### src/rtl/adc_pkt_sequencer_pkg.sv
// adc_seq_pkg: shared state, beat type and constants for the ADC packet sequencer
package adc_seq_pkg;
   localparam int SAMPLES_PER_BEAT = 8;
   localparam int EMPTY_W = 6;
   localparam int BEAT_W = 512;
   typedef enum logic [1:0] {IDLE, WAIT_TRIG, CAPTURE, TERMINATE} seq_state_t;
   typedef struct packed {
      logic [BEAT_W-1:0] data;
      logic sop;
      logic eop;
      logic [EMPTY_W-1:0] empty;
   } beat_t;
   // unused bytes in the last beat of a packet whose length is n_mod modulo 8
   function automatic logic [EMPTY_W-1:0] eop_empty(input logic [2:0] n_mod);
      return {3'd0 - n_mod, 3'b000};
   endfunction
endpackage

### src/rtl/adc_pkt_sequencer_fifo.sv
// adc_beat_fifo: two-entry show-ahead FIFO of packed stream beats
module adc_beat_fifo
   import adc_seq_pkg::*;
(
   input  logic  clk,
   input  logic  reset_n,
   input  logic  push,
   input  beat_t wr_beat,
   input  logic  pop,
   output beat_t rd_beat,
   output logic  full,
   output logic  empty
);
   beat_t mem [2];
   logic wr_ptr, rd_ptr, do_push, do_pop;
   logic [1:0] cnt;
   assign full = cnt == 2'd2;
   assign empty = cnt == 2'd0;
   assign do_pop = pop & ~empty;
   assign do_push = push & (~full | do_pop);
   assign rd_beat = mem[rd_ptr];
   // pointer and occupancy tracking; a pop frees a full slot for a same-cycle push
   always_ff @(posedge clk or negedge reset_n) begin
      if (!reset_n) begin
         wr_ptr <= 1'b0;
         rd_ptr <= 1'b0;
         cnt <= 2'd0;
      end else begin
         if (do_push) wr_ptr <= ~wr_ptr;
         if (do_pop) rd_ptr <= ~rd_ptr;
         cnt <= cnt + {1'b0, do_push} - {1'b0, do_pop};
      end
   end
   // storage is only read after being written, so it carries no reset
   always_ff @(posedge clk) begin
      if (do_push) mem[wr_ptr] <= wr_beat;
   end
endmodule

### src/rtl/adc_pkt_sequencer.sv
// adc_pkt_sequencer: packs ADC samples into framed 512-bit stream packets under trigger/run control
module adc_pkt_sequencer
   import adc_seq_pkg::*;
#(
   parameter int SAMPLE_W = 64,
   parameter int DATA_W = 512,
   parameter int LEN_W = 16,
   parameter int CNT_W = 32
) (
   input  logic                clk,
   input  logic                reset_n,
   input  logic                cfg_arm,
   input  logic                cfg_abort,
   input  logic [LEN_W-1:0]    cfg_samples,
   input  logic [LEN_W-1:0]    cfg_packets,
   input  logic                cfg_trig_ext,
   input  logic                trig_in,
   input  logic [SAMPLE_W-1:0] adc_data,
   input  logic                adc_valid,
   output logic [DATA_W-1:0]   st_data,
   output logic                st_valid,
   input  logic                st_ready,
   output logic                st_sop,
   output logic                st_eop,
   output logic [EMPTY_W-1:0]  st_empty,
   output logic                stat_busy,
   output logic                stat_done,
   output logic                stat_ovf,
   output logic [CNT_W-1:0]    stat_pkt_cnt
);
   seq_state_t state;
   logic [LEN_W-1:0] n_lat, p_lat, samp_idx, pkt_idx;
   logic [DATA_W-1:0] beat_buf;
   logic [EMPTY_W-1:0] pend_empty;
   logic [2:0] slot;
   logic ext_lat, trig_prev, pend_valid, pend_sop, pend_eop, pkt_open, run_ok;
   logic fifo_full, fifo_empty, term_push, push, pop, push_ok, ovf, open_after, last_smp, run_end;
   beat_t wr_beat, rd_beat;
   adc_beat_fifo u_fifo (
      .clk(clk), .reset_n(reset_n), .push(push), .wr_beat(wr_beat), .pop(pop),
      .rd_beat(rd_beat), .full(fifo_full), .empty(fifo_empty)
   );
   assign st_valid = ~fifo_empty;
   assign st_data = st_valid ? rd_beat.data : '0;
   assign st_sop = st_valid & rd_beat.sop;
   assign st_eop = st_valid & rd_beat.eop;
   assign st_empty = st_valid ? rd_beat.empty : '0;
   assign stat_busy = state != IDLE || !fifo_empty || pend_valid;
   // beat push arbitration, overflow detection and packet position decode
   always_comb begin
      slot = samp_idx[2:0];
      last_smp = samp_idx == n_lat - LEN_W'(1);
      run_end = p_lat != '0 && pkt_idx == p_lat - LEN_W'(1);
      pop = ~fifo_empty & st_ready;
      term_push = state == TERMINATE && (!fifo_full || pop);
      push = pend_valid | term_push;
      push_ok = push & (~fifo_full | pop);
      ovf = push & fifo_full & ~pop;
      wr_beat.data = term_push ? '0 : beat_buf;
      wr_beat.sop = term_push ? 1'b0 : pend_sop;
      wr_beat.eop = term_push ? 1'b1 : pend_eop;
      wr_beat.empty = term_push ? '0 : pend_empty;
      open_after = push_ok ? ~wr_beat.eop : pkt_open;
   end
   // sequencer FSM with sample packing; overflow outranks abort, abort outranks normal flow
   always_ff @(posedge clk or negedge reset_n) begin
      if (!reset_n) begin
         state <= IDLE;
         n_lat <= '0;
         p_lat <= '0;
         ext_lat <= 1'b0;
         samp_idx <= '0;
         pkt_idx <= '0;
         beat_buf <= '0;
         trig_prev <= 1'b0;
         pend_valid <= 1'b0;
         pend_sop <= 1'b0;
         pend_eop <= 1'b0;
         pend_empty <= '0;
         pkt_open <= 1'b0;
         run_ok <= 1'b0;
         stat_done <= 1'b0;
         stat_ovf <= 1'b0;
         stat_pkt_cnt <= '0;
      end else begin
         trig_prev <= trig_in;
         pend_valid <= 1'b0;
         if (push_ok) pkt_open <= ~wr_beat.eop;
         if (pop && rd_beat.eop && stat_pkt_cnt != '1) stat_pkt_cnt <= stat_pkt_cnt + CNT_W'(1);
         if (state == IDLE && run_ok && !pend_valid && fifo_empty) stat_done <= 1'b1;
         if (ovf) begin
            stat_ovf <= 1'b1;
            run_ok <= 1'b0;
            samp_idx <= '0;
            state <= pkt_open ? TERMINATE : IDLE;
         end else if (cfg_abort && (state == WAIT_TRIG || state == CAPTURE)) begin
            samp_idx <= '0;
            state <= open_after ? TERMINATE : IDLE;
         end else begin
            case (state)
               IDLE: if (cfg_arm) begin
                  n_lat <= cfg_samples == '0 ? LEN_W'(1) : cfg_samples;
                  p_lat <= cfg_packets;
                  ext_lat <= cfg_trig_ext;
                  samp_idx <= '0;
                  pkt_idx <= '0;
                  run_ok <= 1'b0;
                  stat_done <= 1'b0;
                  stat_ovf <= 1'b0;
                  stat_pkt_cnt <= '0;
                  state <= cfg_trig_ext ? WAIT_TRIG : CAPTURE;
               end
               WAIT_TRIG: if (trig_in && !trig_prev) state <= CAPTURE;
               CAPTURE: if (adc_valid) begin
                  if (slot == 3'd0) beat_buf <= DATA_W'(adc_data);
                  else beat_buf[int'(slot)*SAMPLE_W +: SAMPLE_W] <= adc_data;
                  if (slot == 3'(SAMPLES_PER_BEAT - 1) || last_smp) begin
                     pend_valid <= 1'b1;
                     pend_sop <= samp_idx < LEN_W'(SAMPLES_PER_BEAT);
                     pend_eop <= last_smp;
                     pend_empty <= last_smp ? eop_empty(n_lat[2:0]) : '0;
                  end
                  if (last_smp) begin
                     samp_idx <= '0;
                     if (p_lat != '0) pkt_idx <= pkt_idx + LEN_W'(1);
                     if (run_end) begin
                        run_ok <= 1'b1;
                        state <= IDLE;
                     end else if (ext_lat) state <= WAIT_TRIG;
                  end else samp_idx <= samp_idx + LEN_W'(1);
               end
               TERMINATE: if (term_push) state <= IDLE;
            endcase
         end
      end
   end
endmodule
### config.mk
export PLATFORM = sky130hd
export DESIGN_NAME = adc_pkt_sequencer
export DESIGN_NICKNAME = d
export VERILOG_FILES = /design/src/rtl/adc_pkt_sequencer_pkg.sv /design/src/rtl/adc_pkt_sequencer_fifo.sv /design/src/rtl/adc_pkt_sequencer.sv
export SDC_FILE = /design/constraint.sdc
export NUM_CORES = 2
export LEC_CHECK = 0
export BUFFER_PORTS_ARGS = -buffer_cell sky130_fd_sc_hd__clkbuf_2
export CAP_MARGIN = 10
export CELL_PAD_IN_SITES_DETAIL_PLACEMENT = 1
export CELL_PAD_IN_SITES_GLOBAL_PLACEMENT = 1
export CORE_UTILIZATION = 52
export CTS_CLUSTER_DIAMETER = 100
export DETAILED_ROUTE_END_ITERATION = 7
export PLACE_DENSITY = 0.92
export SLEW_MARGIN = 20
export SYNTH_ARGS = -nofsm -noshare
export SYNTH_HDL_FRONTEND = slang
export SYNTH_SLANG_ARGS = --single-unit
export TNS_END_PERCENT = 1
### constraint.sdc
create_clock -name clk -period 54.2 [get_ports clk]
set_input_delay 10.84 -clock clk [delete_from_list [all_inputs] [get_ports clk]]
set_output_delay 10.84 -clock clk [all_outputs]
set_load 0.05 [all_outputs]
[After elaboration in Yosys (flattened, before gate mapping)]
Memories as Yosys holds them, arrays and structs flattened.
Cells that the tools add are included.
Operators by class
  add/sub/neg operators: 9
  magnitude comparators: 1
  eq/ne operators: 23
  shift operators: 2
  mux-type cells: 61
  bitwise operators: 19
  reductions and logical operators: 37
Operators by type and width (number)
  512-bit 2-to-1 mux: 3
  512-bit bitwise mux: 1
  64-bit by 33-bit variable shift with 512-bit output, first input constant: 1
  64-bit by 33-bit variable part select with 512-bit output: 1
  32-bit 2-to-1 mux: 5
  16-bit 2-to-1 mux: 9
  16-bit one-hot mux with 2 select lines: 2
  9-bit negator with 33-bit output: 1
  16-bit by 1-bit adder with 16-bit output, second input constant: 2
  32-bit by 1-bit adder with 32-bit output, second input constant: 1
  16-bit equality test: 2
  32-bit != test, second input constant: 1
  16-bit by 1-bit subtractor with 16-bit output, second input constant: 2
  1-bit 2-to-1 mux: 24
  2-bit 2-to-1 mux: 12
  6-bit 2-to-1 mux: 3
  16-bit logical NOT: 1
  16-bit by 4-bit less-than comparator with 1-bit output, second input constant: 1
  4-bit by 3-bit != test with 1-bit output, second input constant: 4
  16-bit nonzero test: 1
  3-bit != test, second input constant: 4
  6-bit AND reduction: 2
  2-bit != test, second input constant: 5
  1-bit logical AND: 9
  other kinds (24): 55
Word-level totals
  bits in registers: 629
  RAM bits: 1040
  output and inout bits: 556
  word-level logic and storage cells: 173
  memories: 1
Memory list
  u_fifo.mem: depth 2, width 520, read ports 1, clocked after Yosys merged registers in 0, wr ports 1, line adc_pkt_sequencer_fifo.sv:14  | beat_t mem [2];

[Depth between registers and ports, before layout]
  depth after elaboration: 11
  mapped depth: 13

[Modules after synthesis]
A second synthesis with hierarchy kept.
Unflattened totals
  cell total of the unflattened synthesis: 5514
  area total of the unflattened synthesis: 71162.0 sq um
By module, submodules not included
  adc_beat_fifo: instances 1, cells an instance 1643, area an instance 37953.9 sq um
  adc_pkt_sequencer: instances 1, cells an instance 3871, area an instance 33208.1 sq um

[Worst setup path before layout]
No wires, ideal clock.
  path type: input to register
  start point: in st_ready
  end point: mem u_fifo.mem[0][100] (netlist name), enable pin
  arrival: 32.554 ns
  data required time: 52.792 ns
  setup slack: 20.238 ns
  stages on the path: 4
  buffers on the path: 0
  path through: nor3b_1 -> nor2_1 -> inv_1 -> nor2_1
Between the ends
  longest elaborated chain between the ends: 7
  elaborated cells on any way between the ends: 9
RTL lines
  start, declared: line adc_pkt_sequencer.sv:22  | input logic st_ready,
  1-bit AND (*): line adc_pkt_sequencer.sv:54  | pop = ~fifo_empty & st_ready;
  1-bit logical OR: line adc_pkt_sequencer.sv:55  | term_push = state == TERMINATE && (!fifo_full || pop);
  1-bit logical AND: line adc_pkt_sequencer.sv:55
  1-bit OR: line adc_pkt_sequencer.sv:56  | push = pend_valid | term_push;
  1-bit AND (*): line adc_pkt_sequencer_fifo.sv:20  | assign do_push = push & (~full | do_pop);
  1-bit 2-to-1 mux (*): line adc_pkt_sequencer_fifo.sv:36  | if (do_push) mem[wr_ptr] <= wr_beat;
  1-bit 2-to-1 mux (not written as such) (*): line adc_pkt_sequencer_fifo.sv:36
  end, declared: line adc_pkt_sequencer_fifo.sv:14
Every way passes the cells marked *; elsewhere a longest branch is shown, timed or not.

[Worst setup path after layout]
  start point: reg u_fifo.rd_ptr
  end point: out st_data[270]
Between the ends
  longest elaborated chain between the ends: 2
RTL lines
  start, declared: line adc_pkt_sequencer_fifo.sv:15  | logic wr_ptr, rd_ptr, do_push, do_pop;
  start signal, assigned: line adc_pkt_sequencer_fifo.sv:30  | if (do_pop) rd_ptr <= ~rd_ptr;
  memory 2 x 520 bit
  512-bit 2-to-1 mux: line adc_pkt_sequencer.sv:44  | assign st_data = st_valid ? rd_beat.data : '0;
  end, declared: line adc_pkt_sequencer.sv:20  | output logic [DATA_W-1:0] st_data,
Every way passes these cells.

==> flow_metrics.env <==
export IMPL_die_h_um=364.8
export IMPL_r2r_start="state[0]$_DFFE_PN0P_"
export IMPL_hold_buffers=0
export IMPL_gp_congestion=0.8618
export IMPL_fin_area_mm2=0.07875
export IMPL_yosys_warnings=0
export IMPL_p_per_area_mw_per_mm2=65.13
export IMPL_r2r_setup_slack_ps=48310
export IMPL_cts_tree="built"
export IMPL_synth_top_family_by_area="simple AND/OR/NAND/NOR gates"
export IMPL_postSynthCellCount=5493
export IMPL_grt_max_degree=185
export IMPL_final_hold_viol_count=0
export IMPL_clock_path_buffers=3
export IMPL_slew_headroom_pct=7.889
export IMPL_start_kind="register"
export IMPL_antenna_found_initial=16
export IMPL_synth_compound_area_share_pct=4.297
export IMPL_synth_area_mm2=0.06845
export IMPL_grt_pass1_vias=51475
export IMPL_synth_fa_ha_area_share_pct=0.3107
export IMPL_finClkSkew_ps=36.46
export IMPL_areaGrowthSynthToFinish_pct=15.05
export IMPL_ir_drop_mv=0.05091
export IMPL_worst_slew_pin_transition_ps=1382
export IMPL_timing_fmax_mhz=61.40
export IMPL_crit_slowest_cell="dfrtp_4"
export IMPL_num_rows=132
export IMPL_grt_pass1_wl_um=338900
export IMPL_placed_area_mm2=0.07305
export IMPL_synth_seq_area_share_pct=68.25
export IMPL_grt_ovfl_total=0
export IMPL_worstPathMaxFanout=136
export IMPL_crit_path_end_kind="output pin"
export IMPL_die_w_um=364.8
export IMPL_track_usage_pct=34.75
export IMPL_startpoint="u_fifo.rd_ptr$_DFFE_PN0P_"
export IMPL_yosysUniqueCellTypes=60
export IMPL_async_reset_ff_share_pct=37.71
export IMPL_path_cells="buf_4, buf_4, buf_12, mux2i_1, nor2_1, clkbuf_2"
export IMPL_ys_seq_elements=1660
export IMPL_coreArea_mm2=0.1300
export IMPL_period_share_pct=30.05
export IMPL_crit_type="reg -> out"
export IMPL_synthMuxAreaShare_pct=8.523
export IMPL_p_leak_nw=33.98
export IMPL_fillCellCount=12785
export IMPL_final_cell_mix="edfxtp_1 (1034), nand2_1 (855), clkbuf_2 (655)"
export IMPL_avgSynthCellArea_um2=12.46
export IMPL_required_ps=43360
export IMPL_fin_crit_ps=16290
export IMPL_slew_viol_final=0
export IMPL_post_cts_buffers=0
export IMPL_ant_nets=0
export IMPL_outcome="complete, no violations"
export IMPL_yosys_area_share_simple_pct=15.23
export IMPL_drive_gt1_share_pct=16.92
export IMPL_viasPerCell=6.146
export IMPL_start_util_pct=52.66
export IMPL_nets=6088
export IMPL_vias=48302
export IMPL_yosys_most_used_dff="edfxtp_1"
export IMPL_io_buffers=656
export IMPL_final_common_cell="edfxtp_1"
export IMPL_routed_wl_um=234600
export IMPL_crit_path_frequent_cell="buf_4"
export IMPL_synth_edf_count=1034
export IMPL_rsz0062_at_grt="false"
export IMPL_cts_resized=0
export IMPL_synthXorXnorAreaFrac_pct=0.9724
export IMPL_critPathMaxStageDelay_ps=980
export IMPL_ios=660
export IMPL_dieArea_mm2=0.1331
export IMPL_cts_root_buf="clkbuf_16"
export IMPL_drv_cap=0
export IMPL_routedWlPerCell_um=29.85
export IMPL_dr_pass1_iters=5
export IMPL_hold_path_class="reg -> reg"
export IMPL_setup_viol=0
export IMPL_setup_tns_ps=0
export IMPL_post_route_drc_count=0
export IMPL_htree_levels=4
export IMPL_insertion_delay_ps=830
export IMPL_drtIter0Drc=5124
export IMPL_clkTransAtPathRegs_ps=60
export IMPL_numCtsBuffers=168
export IMPL_hp_start="beat_buf[28]$_DFFE_PN0P_"
export IMPL_hpwl_um=139100
export IMPL_arrival_ps=5450
export IMPL_clock_sinks=1660
## stage by stage
stage               hold slack, ps  util [%]  power [mW]  cells  worst slack (ps)
floorplan                    430.9         -       3.384   5495             20240
global placement             441.0     56.20       3.806   7535             38160
detailed placement           451.6     56.20       3.898   7535             37950
CTS                          464.3     60.51       5.115   7850             37950
global route                 490.3     60.58       5.267   7855             37760
finish                       467.5     60.59       5.129   7859             37910
## layout make-up
| type | count | area [um2] | area share [%] |
|---|---|---|---|
| antenna | 5 | 12.51 | 0.01589 |
| timing repair buffer | 713 | 3911 | 4.966 |
| multi-input combinational | 3403 | 20260 | 25.73 |
| clock buffer | 248 | 4898 | 6.220 |
| sequential | 1660 | 46720 | 59.32 |
| tap | 1742 | 2180 | 2.768 |
| inverter | 21 | 78.83 | 0.1001 |
| clock inverter | 67 | 694.4 | 0.8818 |
## flip-flops by register name, summed over array words and instances, names as in the netlist, 2 cells and up
| signal | cells |
|---|---|
| state | 2 |
| beat_buf | 512 |
| pend_empty | 3 |
| u_fifo.cnt | 2 |
| p_lat | 16 |
| u_fifo.mem | 1034 |
| n_lat | 16 |
| pkt_idx | 16 |
| samp_idx | 16 |
| stat_pkt_cnt | 32 |
## critical path, delay by kind of cell, from the launching register on
kind	cells	cell delay, ps
flip-flops	1	980
AND/OR/NAND/NOR	1	270
multiplexers	1	290
buffers and inverters	4	2710
## path summary, 6_finish.rpt
check / end / depth (start not counted)
max in group asynchronous: beat_buf[192]$_DFFE_PN0P_ / 5
min in group asynchronous: beat_buf[285]$_DFFE_PN0P_ / 1
min: beat_buf[28]$_DFFE_PN0P_ / 2
min reg2reg: beat_buf[28]$_DFFE_PN0P_ / 2
max: st_data[270] / 6
max reg2reg: u_fifo.mem[0][390]$_DFFE_PP_ / 9
## report_power, final
part	internal [mW]	leakage, nW	switching (mW)
logic	0.455	13.0	1.73
registers	1.63	18.2	0.125
clock network	0.674	2.75	0.515
total	2.76	34.0	2.37
## cell families after synthesis
| kind of cell | after synthesis |
|---|---|
| compound gates | 458 |
| xor+xnor | 76 |
| fa+ha+maj | 17 |
| simple gates | 2270 |
| buf+inv | 432 |
| other cells | 1 |
| flops | 1660 |
| mux | 579 |
## Yosys cell counts, types with 3 or more instances
cell      instances  share of area (%)
and4_1            4              0.051
inv_1            21               0.12
a211oi_1          4              0.044
buf_4             5              0.055
edfxtp_1       1034                 45
nand2_1         857                4.7
buf_2             5              0.037
or3_1            23               0.21
xor2_1           38               0.49
a22oi_1          13               0.14
nor2b_1         522                4.8
nor2_1          599                3.3
ha_1             17               0.31
o21ai_0         242                1.8
nand3b_1          5              0.055
clkbuf_1        289                1.6
xnor2_1          38               0.49
mux2_2           31               0.51
and3_1           16               0.15
and2_1            5              0.046
nor4_1           19               0.17
nand3_1         146                1.1
a21oi_1          31               0.23
mux2i_1         548                8.0
a21o_1            5              0.055
nor3_1           18               0.13
dfrtp_1         626                 23
a41oi_1           3              0.038
or2_2             6              0.055
nand2b_1         11               0.10
or4_1             8              0.088
o211ai_1          7              0.077
a22o_1          134                1.7
nand4_1          20               0.18
buf_1           111               0.61
## routing by layer
layer | vias up | share of wire [%] | global-route usage, %
met2 | 2804 | 48 | 56.98
li1 | 19931 | - | -
met4 | 4 | 5.9 | 19.76
met3 | 686 | 8.7 | 7.316
met1 | 24877 | 37 | 42.86
met5 | - | 0.012 | 0
(Power assumes the default switching activity.)
